File: src/rtl/dpsk_pkg.sv
// rtl/dpsk_pkg.sv - mode constants and Gray mapping tables for the DPSK sync decoder
package dpsk_pkg;

  localparam int MODE_DBPSK = 0;
  localparam int MODE_DQPSK = 1;

  // Quadrant sign pair {dq<0, di<0} to absolute phase index.
  function automatic logic [1:0] cd_to_p(input logic [1:0] cd);
    case (cd)
      2'b00:   return 2'd0;
      2'b01:   return 2'd1;
      2'b11:   return 2'd2;
      default: return 2'd3;
    endcase
  endfunction

  function automatic logic [1:0] d_to_ab(input logic [1:0] d);
    case (d)
      2'd0:    return 2'b00;
      2'd1:    return 2'b01;
      2'd2:    return 2'b11;
      default: return 2'b10;
    endcase
  endfunction

endpackage

File: src/rtl/sync_fifo.sv
// rtl/sync_fifo.sv - first-word-fall-through symbol FIFO with full/empty flags
module sync_fifo #(
  parameter int WIDTH = 2,
  parameter int DEPTH = 4
) (
  input  logic             clk,
  input  logic             rst,
  input  logic             push_i,
  input  logic [WIDTH-1:0] data_i,
  input  logic             pop_i,
  output logic [WIDTH-1:0] data_o,
  output logic             full_o,
  output logic             empty_o
);

  localparam int AW = $clog2(DEPTH);

  logic [WIDTH-1:0] mem_q [DEPTH];
  logic [AW-1:0]    wr_ptr_q;
  logic [AW-1:0]    rd_ptr_q;
  logic [AW:0]      count_q;
  logic             do_push;
  logic             do_pop;

  assign empty_o = (count_q == '0);
  assign full_o  = (count_q == (AW+1)'(DEPTH));
  assign do_pop  = pop_i && !empty_o;
  // A pop frees the slot in the same cycle, so a full FIFO still takes a push.
  assign do_push = push_i && (!full_o || do_pop);
  assign data_o  = empty_o ? '0 : mem_q[rd_ptr_q];

  always_ff @(posedge clk) begin
    if (do_push) begin
      mem_q[wr_ptr_q] <= data_i;
    end
  end

  always_ff @(posedge clk) begin
    if (!rst) begin
      wr_ptr_q <= '0;
      rd_ptr_q <= '0;
      count_q  <= '0;
    end else begin
      if (do_push) begin
        wr_ptr_q <= wr_ptr_q + 1'b1;
      end
      if (do_pop) begin
        rd_ptr_q <= rd_ptr_q + 1'b1;
      end
      count_q <= count_q + {{AW{1'b0}}, do_push} - {{AW{1'b0}}, do_pop};
    end
  end

endmodule

File: src/rtl/dpsk_sync_decoder.sv
// rtl/dpsk_sync_decoder.sv - symbol-strobed differential PSK decoder with lock detector
module dpsk_sync_decoder
  import dpsk_pkg::*;
#(
  parameter int W        = 26,
  parameter int MODE     = 1,
  parameter int DEPTH    = 4,
  parameter int LOCK_WIN = 64,
  parameter int LOCK_THR = 56
) (
  input  logic                clk,
  input  logic                rst,
  input  logic signed [W-1:0] di,
  input  logic signed [W-1:0] dq,
  input  logic                sync_in,
  output logic [1:0]          dout,
  output logic                dout_valid,
  input  logic                dout_ready,
  output logic                lock,
  output logic                overflow
);

  localparam int           CW      = $clog2(LOCK_WIN + 1);
  localparam logic [W-1:0] MAG_MAX = {1'b0, {(W-1){1'b1}}};

  function automatic logic [W-1:0] sat_abs(input logic [W-1:0] v);
    if (v[W-1] && (v[W-2:0] == '0)) return MAG_MAX;
    return v[W-1] ? (~v + W'(1)) : v;
  endfunction

  logic          sync_d_q;
  logic          cap_q;
  logic [1:0]    cd_q;
  logic [W-1:0]  mag_i_q;
  logic [W-1:0]  mag_q_q;
  logic          ref_ok_q;
  logic [1:0]    p_prev_q;
  logic          sign_prev_q;
  logic          push_q;
  logic [1:0]    push_data_q;
  logic [CW-1:0] win_cnt_q;
  logic [CW-1:0] good_cnt_q;
  logic          lock_q;
  logic          overflow_q;

  logic          strobe;
  logic [1:0]    p_cur;
  logic [1:0]    ab_d;
  logic [W-1:0]  mag_hi;
  logic [W-1:0]  mag_lo;
  logic          good_d;
  logic [CW-1:0] good_cnt_d;
  logic          win_end;
  logic          fifo_full;
  logic          fifo_empty;

  assign strobe = sync_d_q && !sync_in;
  assign p_cur  = cd_to_p(cd_q);
  assign mag_hi = (mag_i_q >= mag_q_q) ? mag_i_q : mag_q_q;
  assign mag_lo = (mag_i_q >= mag_q_q) ? mag_q_q : mag_i_q;

  // DBPSK compares in W+1 bits so doubling |dq| can never wrap.
  assign ab_d   = (MODE == MODE_DQPSK) ? d_to_ab(p_cur - p_prev_q)
                                       : {1'b0, cd_q[0] ^ sign_prev_q};
  assign good_d = (MODE == MODE_DQPSK) ? (mag_lo >= (mag_hi >> 1))
                                       : ({1'b0, mag_i_q} >= {mag_q_q, 1'b0});

  assign good_cnt_d = good_cnt_q + CW'(good_d);
  assign win_end    = (win_cnt_q == CW'(LOCK_WIN - 1));

  always_ff @(posedge clk) begin
    if (!rst) begin
      sync_d_q    <= 1'b0;
      cap_q       <= 1'b0;
      cd_q        <= '0;
      mag_i_q     <= '0;
      mag_q_q     <= '0;
      ref_ok_q    <= 1'b0;
      p_prev_q    <= '0;
      sign_prev_q <= 1'b0;
      push_q      <= 1'b0;
      push_data_q <= '0;
      win_cnt_q   <= '0;
      good_cnt_q  <= '0;
      lock_q      <= 1'b0;
      overflow_q  <= 1'b0;
    end else begin
      sync_d_q <= sync_in;
      cap_q    <= strobe;
      if (strobe) begin
        cd_q    <= {dq[W-1], di[W-1]};
        mag_i_q <= sat_abs(di);
        mag_q_q <= sat_abs(dq);
      end
      // The first captured symbol only seeds the differential reference.
      push_q <= cap_q && ref_ok_q;
      if (cap_q) begin
        push_data_q <= ab_d;
        ref_ok_q    <= 1'b1;
        p_prev_q    <= p_cur;
        sign_prev_q <= cd_q[0];
        if (win_end) begin
          lock_q     <= (good_cnt_d >= CW'(LOCK_THR));
          win_cnt_q  <= '0;
          good_cnt_q <= '0;
        end else begin
          win_cnt_q  <= win_cnt_q + 1'b1;
          good_cnt_q <= good_cnt_d;
        end
      end
      if (push_q && fifo_full && !(dout_valid && dout_ready)) begin
        overflow_q <= 1'b1;
      end
    end
  end

  sync_fifo #(
    .WIDTH (2),
    .DEPTH (DEPTH)
  ) u_fifo (
    .clk     (clk),
    .rst     (rst),
    .push_i  (push_q),
    .data_i  (push_data_q),
    .pop_i   (dout_ready),
    .data_o  (dout),
    .full_o  (fifo_full),
    .empty_o (fifo_empty)
  );

  assign dout_valid = !fifo_empty;
  assign lock       = lock_q;
  assign overflow   = overflow_q;

endmodule

File: config.mk
export PLATFORM = sky130hd
export DESIGN_NAME = dpsk_sync_decoder
export DESIGN_NICKNAME = d
export VERILOG_FILES = /design/src/rtl/dpsk_pkg.sv /design/src/rtl/sync_fifo.sv /design/src/rtl/dpsk_sync_decoder.sv
export SDC_FILE = /design/constraint.sdc
export NUM_CORES = 1
export LEC_CHECK = 0
export CORE_UTILIZATION = 53
export CTS_CLUSTER_SIZE = 8
export DETAILED_ROUTE_END_ITERATION = 16
export PLACE_DENSITY = 0.83
export SYNTH_ARGS = -nofsm -noshare
export SYNTH_HDL_FRONTEND = slang
export SYNTH_SLANG_ARGS = --single-unit
File: constraint.sdc
create_clock -name clk -period 5.3 [get_ports clk]
set_clock_uncertainty 0.1 [all_clocks]
set_input_delay 1.59 -clock clk [delete_from_list [all_inputs] [get_ports clk]]
set_output_delay 1.59 -clock clk [all_outputs]
set_load 0.01 [all_outputs]
# Word-level counts from Yosys, hierarchy flattened
# Memory sizes are Yosys's and may differ from the RTL's. A register that Yosys moved wholly into a read port is not among the register bits.
# Index checks and enable logic that the tools add are counted.
[totals]
ff_bits = 85
latchBits = 0
ram_bits = 8
rom_bits = 0
in_bits = 56
output_inout_bits = 5
word_cells = 79
mem_count = 1
[op_classes]
n_addsub = 9
multipliers = 0
div_mod_pow = 0
magnitude_cmp = 3
n_eq_ne = 6
shift = 0
n_mux = 23
n_bitwise = 2
n_reduce_logical = 19
[mem_list]
columns = ["memory", "words", "word_bits", "read_ports", "rd_ports_with_merged_regs", "wr", "line_no", "source"]
rows = [
  ["u_fifo.mem_q", 4, 2, 1, 1, 1, "sync_fifo.sv:18", "logic [WIDTH-1:0] mem_q [DEPTH];"],
]
[op_table]
columns = ["operator", "n"]
rows = [
  ["$mux 26", 8],
  ["$add 26x1->26 const B", 2],
  ["$not 26->26", 2],
  ["$logic_not 25->1", 2],
  ["$ge 26x25->1", 1],
  ["$ge 26x26->1", 1],
  ["$mux 7", 2],
  ["$pmux 2 s3", 2],
  ["$logic_and 1x1->1", 8],
  ["$mux 1", 8],
  ["$add 7x1->7", 1],
  ["$add 7x1->7 const B", 1],
  ["$eq 7x6->1 const B", 1],
  ["$ge 7x6->1 const B", 1],
  ["$mux 2", 3],
  ["$add 2x1->2 const B", 2],
  ["$eq 2x1->1 const B", 2],
  ["$eq 2x2->1 const B", 2],
  ["$logic_not 1->1", 4],
  ["$logic_not 2->1", 2],
  ["$add 3x1->3", 1],
  ["$eq 3x3->1 const B", 1],
  ["$logic_not 3->1", 1],
  ["$sub 3x1->3", 1],
  ["other kinds (3)", 3],
]

# Depth between registers and ports, before layout
[logic_depth]
ltp_word = 7
ltp_mapped = 26
ltp_nobuf = 23

# Hierarchy
# A second synthesis with hierarchy kept.
[unflattened]
cells_unflattened = 729
hier_area_um2 = 6586.3
[modules_own_cells]
columns = ["mod", "instances", "cells_per_inst", "area_per_inst_um2"]
rows = [
  ["dpsk_sync_decoder", 1, 670, 5808.1],
  ["sync_fifo", 1, 59, 778.2],
]

# Worst setup path after synthesis
# Ideal clock, no wire load.
[synth_path]
path_type = "register -> register"
from = "register mag_q_q[24]"
to = "register lock_q (netlist: lock)"
setup_time_ns = 0.076
arrival_ns = 4.884
required_time_ns = 5.124
slack_ns = 0.241
path_stages_with_launch = 24
n_path_buf = 3
period_less_slack_ns = 5.059
cell_sequence = "dfxtp_1 inv_1 ha_1 nand4_1 or4_1 a2111o_1 clkbuf_1 and2_1 clkbuf_1 buf_2 mux2i_1 ha_1 a21oi_1 a21boi_0 a2111oi_0 o31ai_1 o221ai_1 o2111ai_1 ha_1 ha_1 and3_1 and3_1 a211o_1 a21boi_0"
[synth_between]
elab_chain_cells = 5
[synth_lines]
columns = ["item", "line_no", "source"]
rows = [
  ["start: declaration", "dpsk_sync_decoder.sv:35", "logic [W-1:0] mag_q_q;"],
  ["start signal: assignment", "dpsk_sync_decoder.sv:93", "mag_q_q <= sat_abs(dq);"],
  ["$ge 26x26->1", "dpsk_sync_decoder.sv:59, dpsk_sync_decoder.sv:60", ""],
  ["$mux 26, on equally long branches", "dpsk_sync_decoder.sv:60, dpsk_sync_decoder.sv:59", ""],
  ["$ge 26x25->1 (*)", "dpsk_sync_decoder.sv:65", "assign good_d = (MODE == MODE_DQPSK) ? (mag_lo >= (mag_hi >> 1))"],
  ["$add 7x1->7 (*)", "dpsk_sync_decoder.sv:68", "assign good_cnt_d = good_cnt_q + CW'(good_d);"],
  ["$ge 7x6->1 (*)", "dpsk_sync_decoder.sv:103", "lock_q <= (good_cnt_d >= CW'(LOCK_THR));"],
  ["end signal: assignment", "dpsk_sync_decoder.sv:103", ""],
  ["end: declaration", "dpsk_sync_decoder.sv:43", "logic lock_q;"],
]
# Every way passes the cells marked *; elsewhere a longest branch is shown, timed or not.
# A chain may end at the register's enable or synchronous reset.

# Worst setup path in the final report
[layout_path]
from = "register mag_q_q[21]"
to = "register lock_q (netlist: lock)"
# Same word-level chain as after synthesis.

==> impl_results.md <==
- WL/cell: around 16 um
- Area of the core: 11600 um2
- Critical path arrival: 5340 ps
- Max cap viols: 0
- Gpl congestion: 0.944
- Cells after synthesis: 754
- Path type of the worst min-delay path: reg2reg
- Global Route Usage Sum: 25.1%
- Drt initial violations: 375
- Worst setup EP type: flip-flop
- Die area: 12500 um2
- Sequential share of power: approximately 37%
- Area grow syn2layout: 18.7%
- EDFF count, synth: 8
- CP Class: reg2reg
- Clk pwr share: a little under a third
- Worst-path clk slew: approximately 70 ps
- Skew-Pair Late Insertion Delay: approximately 360 ps
- Final HPWL DP: around 11 mm
- # fillers: between 900 and 1000
- Final net count: around 930
- Mapped Area: 6390 um2
- Mean post-synth cell area: 8.48 um2
- Setup crit start kind: flip-flop
- GRT overflow: 0
- Synth Flop Type: dfxtp_1
- Number of port buffers: 60
- Post-synthesis mux area share: 5.58%
- Max FO, Critical Path: 11
- Violated checks: DRC
- Synth Area in Simple Gates: 16.4%
- Switching share of total power: 31.7%
- Outcome: complete, but fails checks
- Tot Pwr: 2.20 mW
- Peak VDD IR: 238 uV
- Die Span X: ~110 um
- DRC: 3
- Antenna-violating nets left: 0
- Fin. max-slew vios: 0
- Adder-cell share of the synthesized area: a little over an eighth
- Mapped Nets: roughly 900
- R2R depth: 23
- Vias in the first global route: 5647
- Area of the multi-input gates: 4130 um2
- Initial antenna violation count: 0
- P_leak: 3.04 nW
- Sw Pwr: 699 uW
- Actual slew at the worst max-slew pin: around 900 ps
- DR vias/cell: 6.02
- H-tree levels: 3
- Largest net degree at the start of global routing: 54
- Number of synthesized register bits: 95
- Seq. cell area: 1990 um2
- Worst EP required: 5500 ps
- Rel. slew slack: 40.0%
- Worst Hold Path Cells: 1
- Inserted Clock Buffers: 9
- Min Clock Period, post-route: 5150 ps
- Final core occ: 65.6%
- Final Hold Viols: 0
- Num ports: 61
- CTS tree: built
- Max Buffers Root-to-Sink: 2
- Root Buffer: clkbuf_16
- Fmax: 0.194 GHz
- Final period utilization: between 90% and 100%
- Pwr per Cell Area: 290 nW/um2
- Sequential area share after synthesis: 31.0%
- Share of cells above drive strength 1: a little under a tenth
- Final WL: 15.2 mm
- Synth Area in XOR/XNOR: 7.81%
- Diodes inserted: 0
- Vias: 5745
- Die H: 112 um
- Starting Density: 55.3%
- Post-synthesis cell type count: between 50 and 60
- Largest family of logic cells by synthesized area: compound AO/OA/AOI/OAI gates
- YS warnings: 0
- Total negative setup slack: 0 ps
- Sink Count: 95
- Pre-antenna DRT Iters: 10
- Combinational Power Share: 32.5%
- Synth async-reset ratio: 0%
- Area fraction in compound gates after synthesis: 20.6%
- Power Internal: 1.50 mW
- Row Count: 39
- First-pass GRT wire length: 25.4 mm
- Final setup viols: 0
[sequential cells by signal (all words and copies together) (netlist names), named ones only]
name / flops
good_cnt_q: 7
cap_q: 1
u_fifo.rd_ptr_q: 2
lock: 1
ref_ok_q: 1
overflow: 1
u_fifo.count_q: 3
cd_q: 2
win_cnt_q: 7
u_fifo.mem_q: 8
sync_d_q: 1
push_q: 1
u_fifo.wr_ptr_q: 2
p_prev_q: 2
mag_i_q: 26
push_data_q: 2
mag_q_q: 26
[layer usage]
| layer | GRT usage (%) | share of wire [%] | vias to the layer above |
|---|---|---|---|
| li1 | - | - | 2825 |
| met1 | 27.0 | 40 | 2737 |
| met2 | 46.5 | 53 | 138 |
| met3 | 5.66 | 3.7 | 45 |
| met4 | 11.0 | 3.4 | 0 |
| met5 | 0 | 0 | - |
[layout by cell type (no fill, tap or decap), types with 7 or more instances in the layout]
cell / Yosys / final
inv_1: 41 / 41
clkbuf_16: 0 / 10
nand2_1: 47 / 47
and2_1: 19 / 18
a21oi_1: 72 / 72
nor2_1: 18 / 18
nor2b_1: 15 / 14
xnor2_1: 12 / 12
dfxtp_1: 87 / 81
ha_1: 67 / 64
nand4_1: 11 / 11
nor3_1: 8 / 7
nand3_1: 29 / 29
o21ai_0: 92 / 92
edfxtp_1: 8 / 8
o31ai_1: 16 / 16
mux2i_1: 30 / 30
clkdlybuf4s50_1: 0 / 59
buf_4: 0 / 21
o41ai_1: 7 / 7
xor2_1: 45 / 45
[metrics by stage]
| stage | worst slack [ps] | cell area [um2] | hold slack (ps) | std cells |
|---|---|---|---|---|
| floorplan | 241 | 6390 | 320 | 754 |
| global placement | 79.3 | 7140 | 328 | 931 |
| detailed placement | -76.1 | 7140 | 335 | 931 |
| CTS | 5.05 | 7450 | 351 | 947 |
| global route | -26.2 | 7590 | 386 | 955 |
| finish | 153 | 7590 | 347 | 955 |
[logic make-up after synthesis]
kind of cell | Yosys count
flip-flops | 95
multiplexers | 33
XOR/XNOR | 57
buffers and inverters | 84
AND/OR/NAND/NOR | 191
adder cells (fa/ha/maj) | 68
AO/OA/AOI/OAI | 226
[cell type report]
class | count | share of cell area (%)
Clock buffer | 9 | 2.97
Multi-Input combinational cell | 575 | 54.5
Timing Repair Buffer | 85 | 10.9
Tap cell | 143 | 2.36
Clock inverter | 7 | 1.11
Inverter | 41 | 2.03
Sequential cell | 95 | 26.2
[Yosys cell counts, types with 2 or more instances]
library cell / instances / area, um2
mux4_2: 2 / 45.0
clkbuf_1: 35 / 131
and2_1: 19 / 119
nor4_1: 3 / 18.8
or2_2: 4 / 25.0
nor2b_1: 15 / 93.8
nand4_1: 11 / 68.8
a211oi_1: 3 / 22.5
nand2_1: 47 / 176
nor2_1: 18 / 67.6
nor3b_1: 5 / 37.5
nor3_1: 8 / 40.0
inv_1: 41 / 154
or4_1: 7 / 52.6
o31ai_1: 16 / 120
o41ai_1: 7 / 61.3
nand2b_1: 3 / 18.8
ha_1: 67 / 838
or3_1: 4 / 25.0
xor2_1: 45 / 394
a21oi_1: 72 / 360
edfxtp_1: 8 / 240
buf_2: 4 / 20.0
a2111oi_0: 2 / 17.5
o21ai_0: 92 / 460
o31a_1: 2 / 17.5
or4_4: 5 / 56.3
o211a_1: 5 / 50.1
dfxtp_1: 87 / 1740
o22ai_1: 2 / 12.5
or3b_2: 2 / 17.5
a21boi_0: 6 / 45.0
buf_1: 2 / 7.51
mux2i_1: 30 / 300
buf_6: 2 / 22.5
and3_1: 5 / 31.3
o21ai_1: 3 / 15.0
nand3_1: 29 / 145
o21a_1: 5 / 37.5
xnor2_1: 12 / 105
[final timing paths]
path,from,endpoint,slack (ps)
worst max-delay path,mag_q_q[21]$_SDFFE_PN0P_,lock$_SDFFE_PN0P_,150
worst min-delay path,ref_ok_q$_SDFFE_PN0P_,ref_ok_q$_SDFFE_PN0P_,350
worst max register to register,mag_q_q[21]$_SDFFE_PN0P_,lock$_SDFFE_PN0P_,150
worst min register to register,ref_ok_q$_SDFFE_PN0P_,ref_ok_q$_SDFFE_PN0P_,350
[worst max-delay path, stage by stage (launching register included)]
cell,delay (ps)
dfxtp_2,340
inv_1,50
ha_1,300
nand4_1,140
or4_4,550
a2111o_1,330
and2_4,200
buf_12,160
mux2_2,280
ha_1,280
nand4_1,90
nor4_1,280
a311oi_1,140
o31ai_1,310
o221ai_2,180
o2111ai_2,90
ha_2,200
ha_2,180
and3_4,210
o21ai_0,70
a21oi_1,130
nor2_1,60
a211o_1,280
a21boi_1,110
[what timing repair did]
action                                  4_1_cts  5_1_grt
endpoints found under the setup margin        2        4
setup buffers                                 0        7
resized for setup                             1       18
pin swaps                                     1       14
cloned                                        0        1
endpoints found under the hold margin         0        0
hold buffers                                  0        0
[power groups by stage]
stage	registers, mW	clock network [mW]	logic, mW
global route	0.814	0.712	0.789
CTS	0.809	0.689	0.657
floorplan	0.810	0	0.443
detailed placement	0.825	0	0.652
global placement	0.821	0	0.632
finish	0.809	0.678	0.715
Power figures use the tool's default switching activity.
